**config.mk**
```make
export PLATFORM = sky130hd
export DESIGN_NAME = serial_tx
export DESIGN_NICKNAME = d
export VERILOG_FILES = /design/src/rtl/serial_tx.sv
export SDC_FILE = /design/constraint.sdc
export NUM_CORES = 1
export LEC_CHECK = 0
export ABC_CLOCK_PERIOD_IN_PS = 2400
export CORE_MARGIN = 2
export CORE_UTILIZATION = 55
export CTS_BUF_LIST = sky130_fd_sc_hd__clkbuf_16
export DETAILED_ROUTE_END_ITERATION = 12
export MAX_ROUTING_LAYER = met4
export PLACE_DENSITY = 0.78
export SLEW_MARGIN = 25
export SYNTH_ARGS = -nofsm -noshare
export SYNTH_HDL_FRONTEND = slang
export SYNTH_SLANG_ARGS = --single-unit
```
**constraint.sdc**
```tcl
create_clock -name clk -period 2.4 [get_ports clk]
set_clock_uncertainty 0.1 [all_clocks]
set_input_delay 0.72 -clock clk [delete_from_list [all_inputs] [get_ports clk]]
set_output_delay 0.72 -clock clk [all_outputs]
set_load 0.01 [all_outputs]
```
**src/rtl/serial_tx.sv**
```systemverilog
// UART-style serial transmitter: one start bit, DATA_BITS data bits LSB first, one stop bit.
// A request is taken on any clock edge where start and ready are both high; tx comes from a register.
module serial_tx #(
    parameter int DIVISOR   = 104,
    parameter int DATA_BITS = 8
) (
    input  logic                 clk,
    input  logic                 reset,
    input  logic [DATA_BITS-1:0] data,
    input  logic                 start,
    output logic                 ready,
    output logic                 busy,
    output logic                 tx
);

    localparam int DIVW = (DIVISOR > 1) ? $clog2(DIVISOR) : 1;
    localparam int BITW = $clog2(DATA_BITS + 1);

    typedef enum logic [1:0] {
        IDLE,
        START,
        DATA,
        STOP
    } state_e;

    state_e                 state_q, state_d;
    logic [DIVW-1:0]        divCnt_q, divCnt_d;
    logic [BITW-1:0]        bitCnt_q, bitCnt_d;
    logic [DATA_BITS-1:0]   shiftReg_q, shiftReg_d;
    logic                   tx_q, tx_d;
    logic                   bitDone;

    assign bitDone = (divCnt_q == DIVW'(DIVISOR - 1));
    assign ready   = (state_q == IDLE);
    assign busy    = ~ready;
    assign tx      = tx_q;

    always_ff @(posedge clk or negedge reset) begin
        if (!reset) begin
            state_q    <= IDLE;
            divCnt_q   <= '0;
            bitCnt_q   <= '0;
            shiftReg_q <= '0;
            tx_q       <= 1'b1;
        end else begin
            state_q    <= state_d;
            divCnt_q   <= divCnt_d;
            bitCnt_q   <= bitCnt_d;
            shiftReg_q <= shiftReg_d;
            tx_q       <= tx_d;
        end
    end

    // tx_d is the line level for the next cycle, so every bit boundary loads the next bit value here.
    always_comb begin
        state_d    = state_q;
        divCnt_d   = bitDone ? '0 : divCnt_q + 1'b1;
        bitCnt_d   = bitCnt_q;
        shiftReg_d = shiftReg_q;
        tx_d       = tx_q;

        case (state_q)
            IDLE: begin
                divCnt_d = '0;
                tx_d     = 1'b1;
                if (start) begin
                    state_d    = START;
                    shiftReg_d = data;
                    bitCnt_d   = '0;
                    tx_d       = 1'b0;
                end
            end
            START: begin
                if (bitDone) begin
                    state_d  = DATA;
                    bitCnt_d = '0;
                    tx_d     = shiftReg_q[0];
                end
            end
            DATA: begin
                if (bitDone) begin
                    shiftReg_d = shiftReg_q >> 1;
                    bitCnt_d   = bitCnt_q + 1'b1;
                    if (bitCnt_q == BITW'(DATA_BITS - 1)) begin
                        state_d = STOP;
                        tx_d    = 1'b1;
                    end else begin
                        tx_d    = shiftReg_q[1];
                    end
                end
            end
            STOP: begin
                if (bitDone) begin
                    state_d = IDLE;
                    tx_d    = 1'b1;
                end
            end
            default: begin
                state_d = IDLE;
                tx_d    = 1'b1;
            end
        endcase
    end

endmodule

```
# [After elaboration in Yosys (flattened, before gate mapping)]
# Cells that the tools add are included.
[op_classes] add_sub_neg=2 n_eq_ne=10 muxes=21 bitwise_logic=1 reduce_logical=7
[ops] operator="8-bit two-way mux" n=2
[ops] operator="8-bit one-hot mux with 2 select lines" n=1
[ops] operator="7-bit two-way mux" n=2
[ops] operator="4-bit two-way mux" n=3
[ops] operator="4-bit one-hot mux with 3 select lines" n=1
[ops] operator="2-bit two-way mux" n=5
[ops] operator="2-bit != test, second input constant" n=5
[ops] operator="2-bit one-hot mux with 4 select lines" n=1
[ops] operator="7-bit by 1-bit adder with 7-bit output, second input constant" n=1
[ops] operator="7-bit == test, second input constant" n=1
[ops] operator="3-bit AND reduction" n=2
[ops] operator="1-bit two-way mux" n=5
[ops] operator="5-bit AND reduction" n=1
[ops] operator="4-bit by 1-bit adder with 4-bit output, second input constant" n=1
[ops] operator="2-bit == test, second input constant" n=2
[ops] operator="4-bit by 3-bit == test with 1-bit output, second input constant" n=1
[ops] operator="1-bit one-hot mux with 4 select lines" n=1
[ops] operator="4-bit AND reduction" n=1
[ops] operator="3-bit nonzero test" n=1
[ops] operator="2-bit by 1-bit == test with 1-bit output, second input constant" n=1
[ops] operator="2-bit zero test" n=1
[ops] operator="2-bit nonzero test" n=1
[ops] operator="1-bit NOT" n=1
[word_totals] regBits=22 in_bits=11 out_inout_bits=3 wordCells=46

# [Depth between registers and ports, before layout]
[depth] word_depth=4 depth_mapped=7 ltp_nobuf=6

# [Worst setup path after synthesis]
# OpenSTA, ideal clock, no wires.
[synth_path] path_type="reg-to-output" startpoint="reg state_q[0]" endpoint="out busy" t_arrival_ns=1.147 required_ns=1.580 setup_slack_ns=0.433 stages_incl_launch_ff=5 n_path_buf=1 cell_sequence="dfrtp_1 inv_1 ha_1 buf_1 inv_1"
[synth_between] elab_chain_cells=2
[synth_lines] item="start: declaration" line_no="26" source="state_e state_q, state_d;"
[synth_lines] item="start signal: assignment" line_no="46" source="state_q <= state_d;"
[synth_lines] item="2-bit zero test" line_no="34" source="assign ready = (state_q == IDLE);"
[synth_lines] item="via ready" line_no="11" source="output logic ready,"
[synth_lines] item="1-bit NOT" line_no="35" source="assign busy = ~ready;"
[synth_lines] item="end: declaration" line_no="12" source="output logic busy,"
# The timed path passes the listed nets, and every way through them passes these cells.

# [Worst setup path after layout]
[layout_path] startpoint="reg state_q[1]" endpoint="out ready"
[layout_between] elab_chain_cells=1
[layout_lines] item="2-bit zero test" line_no="34"
[layout_lines] item="end: declaration" line_no="11"
# Every way passes these cells.

==> flow_metrics.env <==
export IMPL_place_gp_congestion=0.8031
export IMPL_critPathMaxFanout=3
export IMPL_status="finished, final reports clean"
export IMPL_cts_tree="yes"
export IMPL_diodes=0
export IMPL_drv_cap=0
export IMPL_grt_max_degree=23
export IMPL_die_area_mm2=0.002714
export IMPL_hold_path_depth=1
export IMPL_period_minus_slack_ns=2.351
export IMPL_hold_class="register to register"
export IMPL_critPathRequiredTime_ns=1.58
export IMPL_chipWidth_um=52.10
export IMPL_grt_pass1_vias=925
export IMPL_r2r_end="bitCnt_q[0]"
export IMPL_core_rowCount=17
export IMPL_grt_usage_pct=22.68
export IMPL_grt_first_pass_wirelength_mm=4.291
export IMPL_syn2layout_area_growth_pct=20.65
export IMPL_synth_nets=128
export IMPL_synth_warnings=0
export IMPL_core_mm2=0.002191
export IMPL_drive_above_1_share_pct=27.27
export IMPL_r2r_slack_ns=0.29
export IMPL_p_per_area_mw_per_mm2=1308
export IMPL_hold_violations=0
export IMPL_finalSetupViolCount=0
export IMPL_setup_ws_ns=0.04875
export IMPL_synth_seq_area_share_pct=43.36
export IMPL_avgSynthCellArea_um2=11.46
export IMPL_async_reset_ff_share_pct=100.0
export IMPL_syn_area_mm2=0.001272
export IMPL_synth_ff_type="dfrtp_1"
export IMPL_dr_first_iter_drc_count=26
export IMPL_clk_root_buffer_cell="clkbuf_16"
export IMPL_synth_seq_cells=22
export IMPL_cts_buffers=3
export IMPL_synth_cell_type_count=41
export IMPL_worst_pin_slew_ns=0.4357
export IMPL_leakage_nw=0.7000
export IMPL_r2r_cells=8
export IMPL_htreeDepth=1
export IMPL_clk_latency_ns=0.26
export IMPL_netlist_instances=111
export IMPL_vias_per_cell=5.881
export IMPL_rsz0062_at_grt="no"
export IMPL_vias=941
export IMPL_post_place_ws_ns=-0.003333
export IMPL_crit_type="register to output pin"
export IMPL_nNetsFinal=150
export IMPL_wire_per_inst_um=16.38
export IMPL_antenna_found_initial=0
export IMPL_maxSlewViolCount=0
export IMPL_setup_worst_path_end_class="output pin"
export IMPL_clk_pin_slew_ns=0.06
export IMPL_fmax_mhz=425.3
export IMPL_hold_ws_ns=0.3649
export IMPL_cp_start_kind="register"
export IMPL_cts_sinks=22
export IMPL_max_slew_margin_pct=70.76
export IMPL_num_io_pins=14
export IMPL_grt_overflow=0
export IMPL_vdd_drop_max_uv=783.7
export IMPL_die_height_um=52.10
export IMPL_drtPass1Iterations=4
export IMPL_drt_wl_total_mm=2.620
export IMPL_worstPathArrival_ns=1.53
export IMPL_r2r_start="state_q[1]"
export IMPL_ant_nets=0
export IMPL_dp_hpwl_mm=1.864
export IMPL_io_buffers=13
export IMPL_clockBufferDepth=2
export IMPL_start_util_pct=58.08
export IMPL_fin_crit_sh_pct=97.97
export IMPL_min_from="divCnt_q[0]"
export IMPL_synth_edf_count=0
export IMPL_min_to="divCnt_q[0]"
export IMPL_drc_errors=0
## cell usage in the layout (no fill, tap or decap), types with 3 or more instances in the layout
cell / count
o21ai_0: 4
inv_1: 7
a21oi_1: 3
nor3_1: 5
dfrtp_1: 21
clkdlybuf4s50_1: 12
mux2_4: 7
mux2_2: 9
clkbuf_16: 3
a22o_1: 3
ha_1: 6
buf_4: 8
nor2_1: 6
nand3_1: 3
## cell type report
cell class / count / area (µm²)
Clock inverter: 1 / 3.754
Sequential cell: 22 / 551.8
Timing Repair Buffer: 21 / 188.9
Clock buffer: 3 / 75.07
Multi-Input combinational cell: 79 / 658.1
Tap cell: 28 / 35.03
Fill cell: 162 / 655.6
Inverter: 6 / 22.52
## worst max-delay path, stage by stage, from the launching register on
cell and delay [ns]:
dfrtp_1 0.39, inv_1 0.10, ha_1 0.22, clkdlybuf4s50_1 0.56
## worst max path at each step
stage	start	end	slack, ns	cells past startpoint
finish	state_q[1]	ready	0.05	3
global route	state_q[1]	ready	0.01	3
CTS	state_q[1]	ready	0.07	3
detailed placement	start	shiftReg_q[5]	-0.003	4
global placement	start	shiftReg_q[5]	0.02	4
floorplan	state_q[0]	busy	0.43	4
## per-stage QoR
stage,std cells,total power [mW],TNS [ns],cell area [µm²],utilization [%]
2_1_floorplan,111,1.418,0,1272,-
3_3_place_gp,154,1.566,0,1443,65.85
3_5_place_dp,154,1.625,-0.003333,1443,65.85
4_1_cts,160,2.002,0,1535,70.07
5_1_grt,160,2.120,0,1535,70.07
6_report,160,2.008,0,1535,70.07
## synthesized netlist by cell type, types with 2 or more instances
master    instances  area, µm²
a22o_1            3      26.28
buf_6             2      22.52
ha_1              6      75.07
nor3_1            5      25.02
nor2b_1           2      12.51
xnor2_1           2      17.52
mux2_2            9      101.4
and3_2            2      15.01
inv_1             6      22.52
o21ai_0           4      20.02
dfrtp_1          21      525.5
nand2b_1          2      12.51
nand3_1           3      15.01
xor2_1            2      17.52
o22ai_1           2      12.51
a21oi_1           3      15.01
mux2_4            7      105.1
nor2_1            6      22.52
nand2_1           2      7.510
## cells by family (layout without fill, tap and decap cells)
group | Yosys count | count (layout) | share of synthesized area (%)
AOI/OAI and AO/OA | 20 | 20 | 10.62
xor gates and xnor gates | 4 | 4 | 2.754
DFF | 22 | 22 | 43.36
adders and majority gates | 6 | 6 | 5.900
buffers and inverters | 10 | 31 | 4.916
and+or+nand+nor | 32 | 32 | 15.44
muxes | 17 | 17 | 17.01
## power breakdown
group / internal (mW) / switching [mW] / total [mW]
Sequential: 0.528 / 0.111 / 0.639
Clock: 0.222 / 0.134 / 0.356
Combinational: 0.558 / 0.455 / 1.01
Total: 1.31 / 0.700 / 2.01
## flip-flops by register name, indices dropped and copies added, names as in the netlist
name        cells
shiftReg_q      8
divCnt_q        7
bitCnt_q        4
state_q         2
tx              1
## metal layers
| layer | vias to the layer above | global-route usage [%] | part of all wire [%] |
|---|---|---|---|
| met5 | - | - | 0 |
| met4 | 0 | 11.84 | 2.4 |
| met3 | 7 | 3.448 | 4.0 |
| met2 | 27 | 37.76 | 51 |
| met1 | 466 | 26.44 | 43 |
| li1 | 441 | - | - |
## what timing repair did
item | in CTS | in global routing
hold buffers | 0 | 0
setup buffers | 2 | 0
gates resized for setup | 1 | 0
hold endpoints to repair | 0 | 0
setup endpoints to repair | 1 | 0
Note: power is estimated with default switching activity, not from simulation.
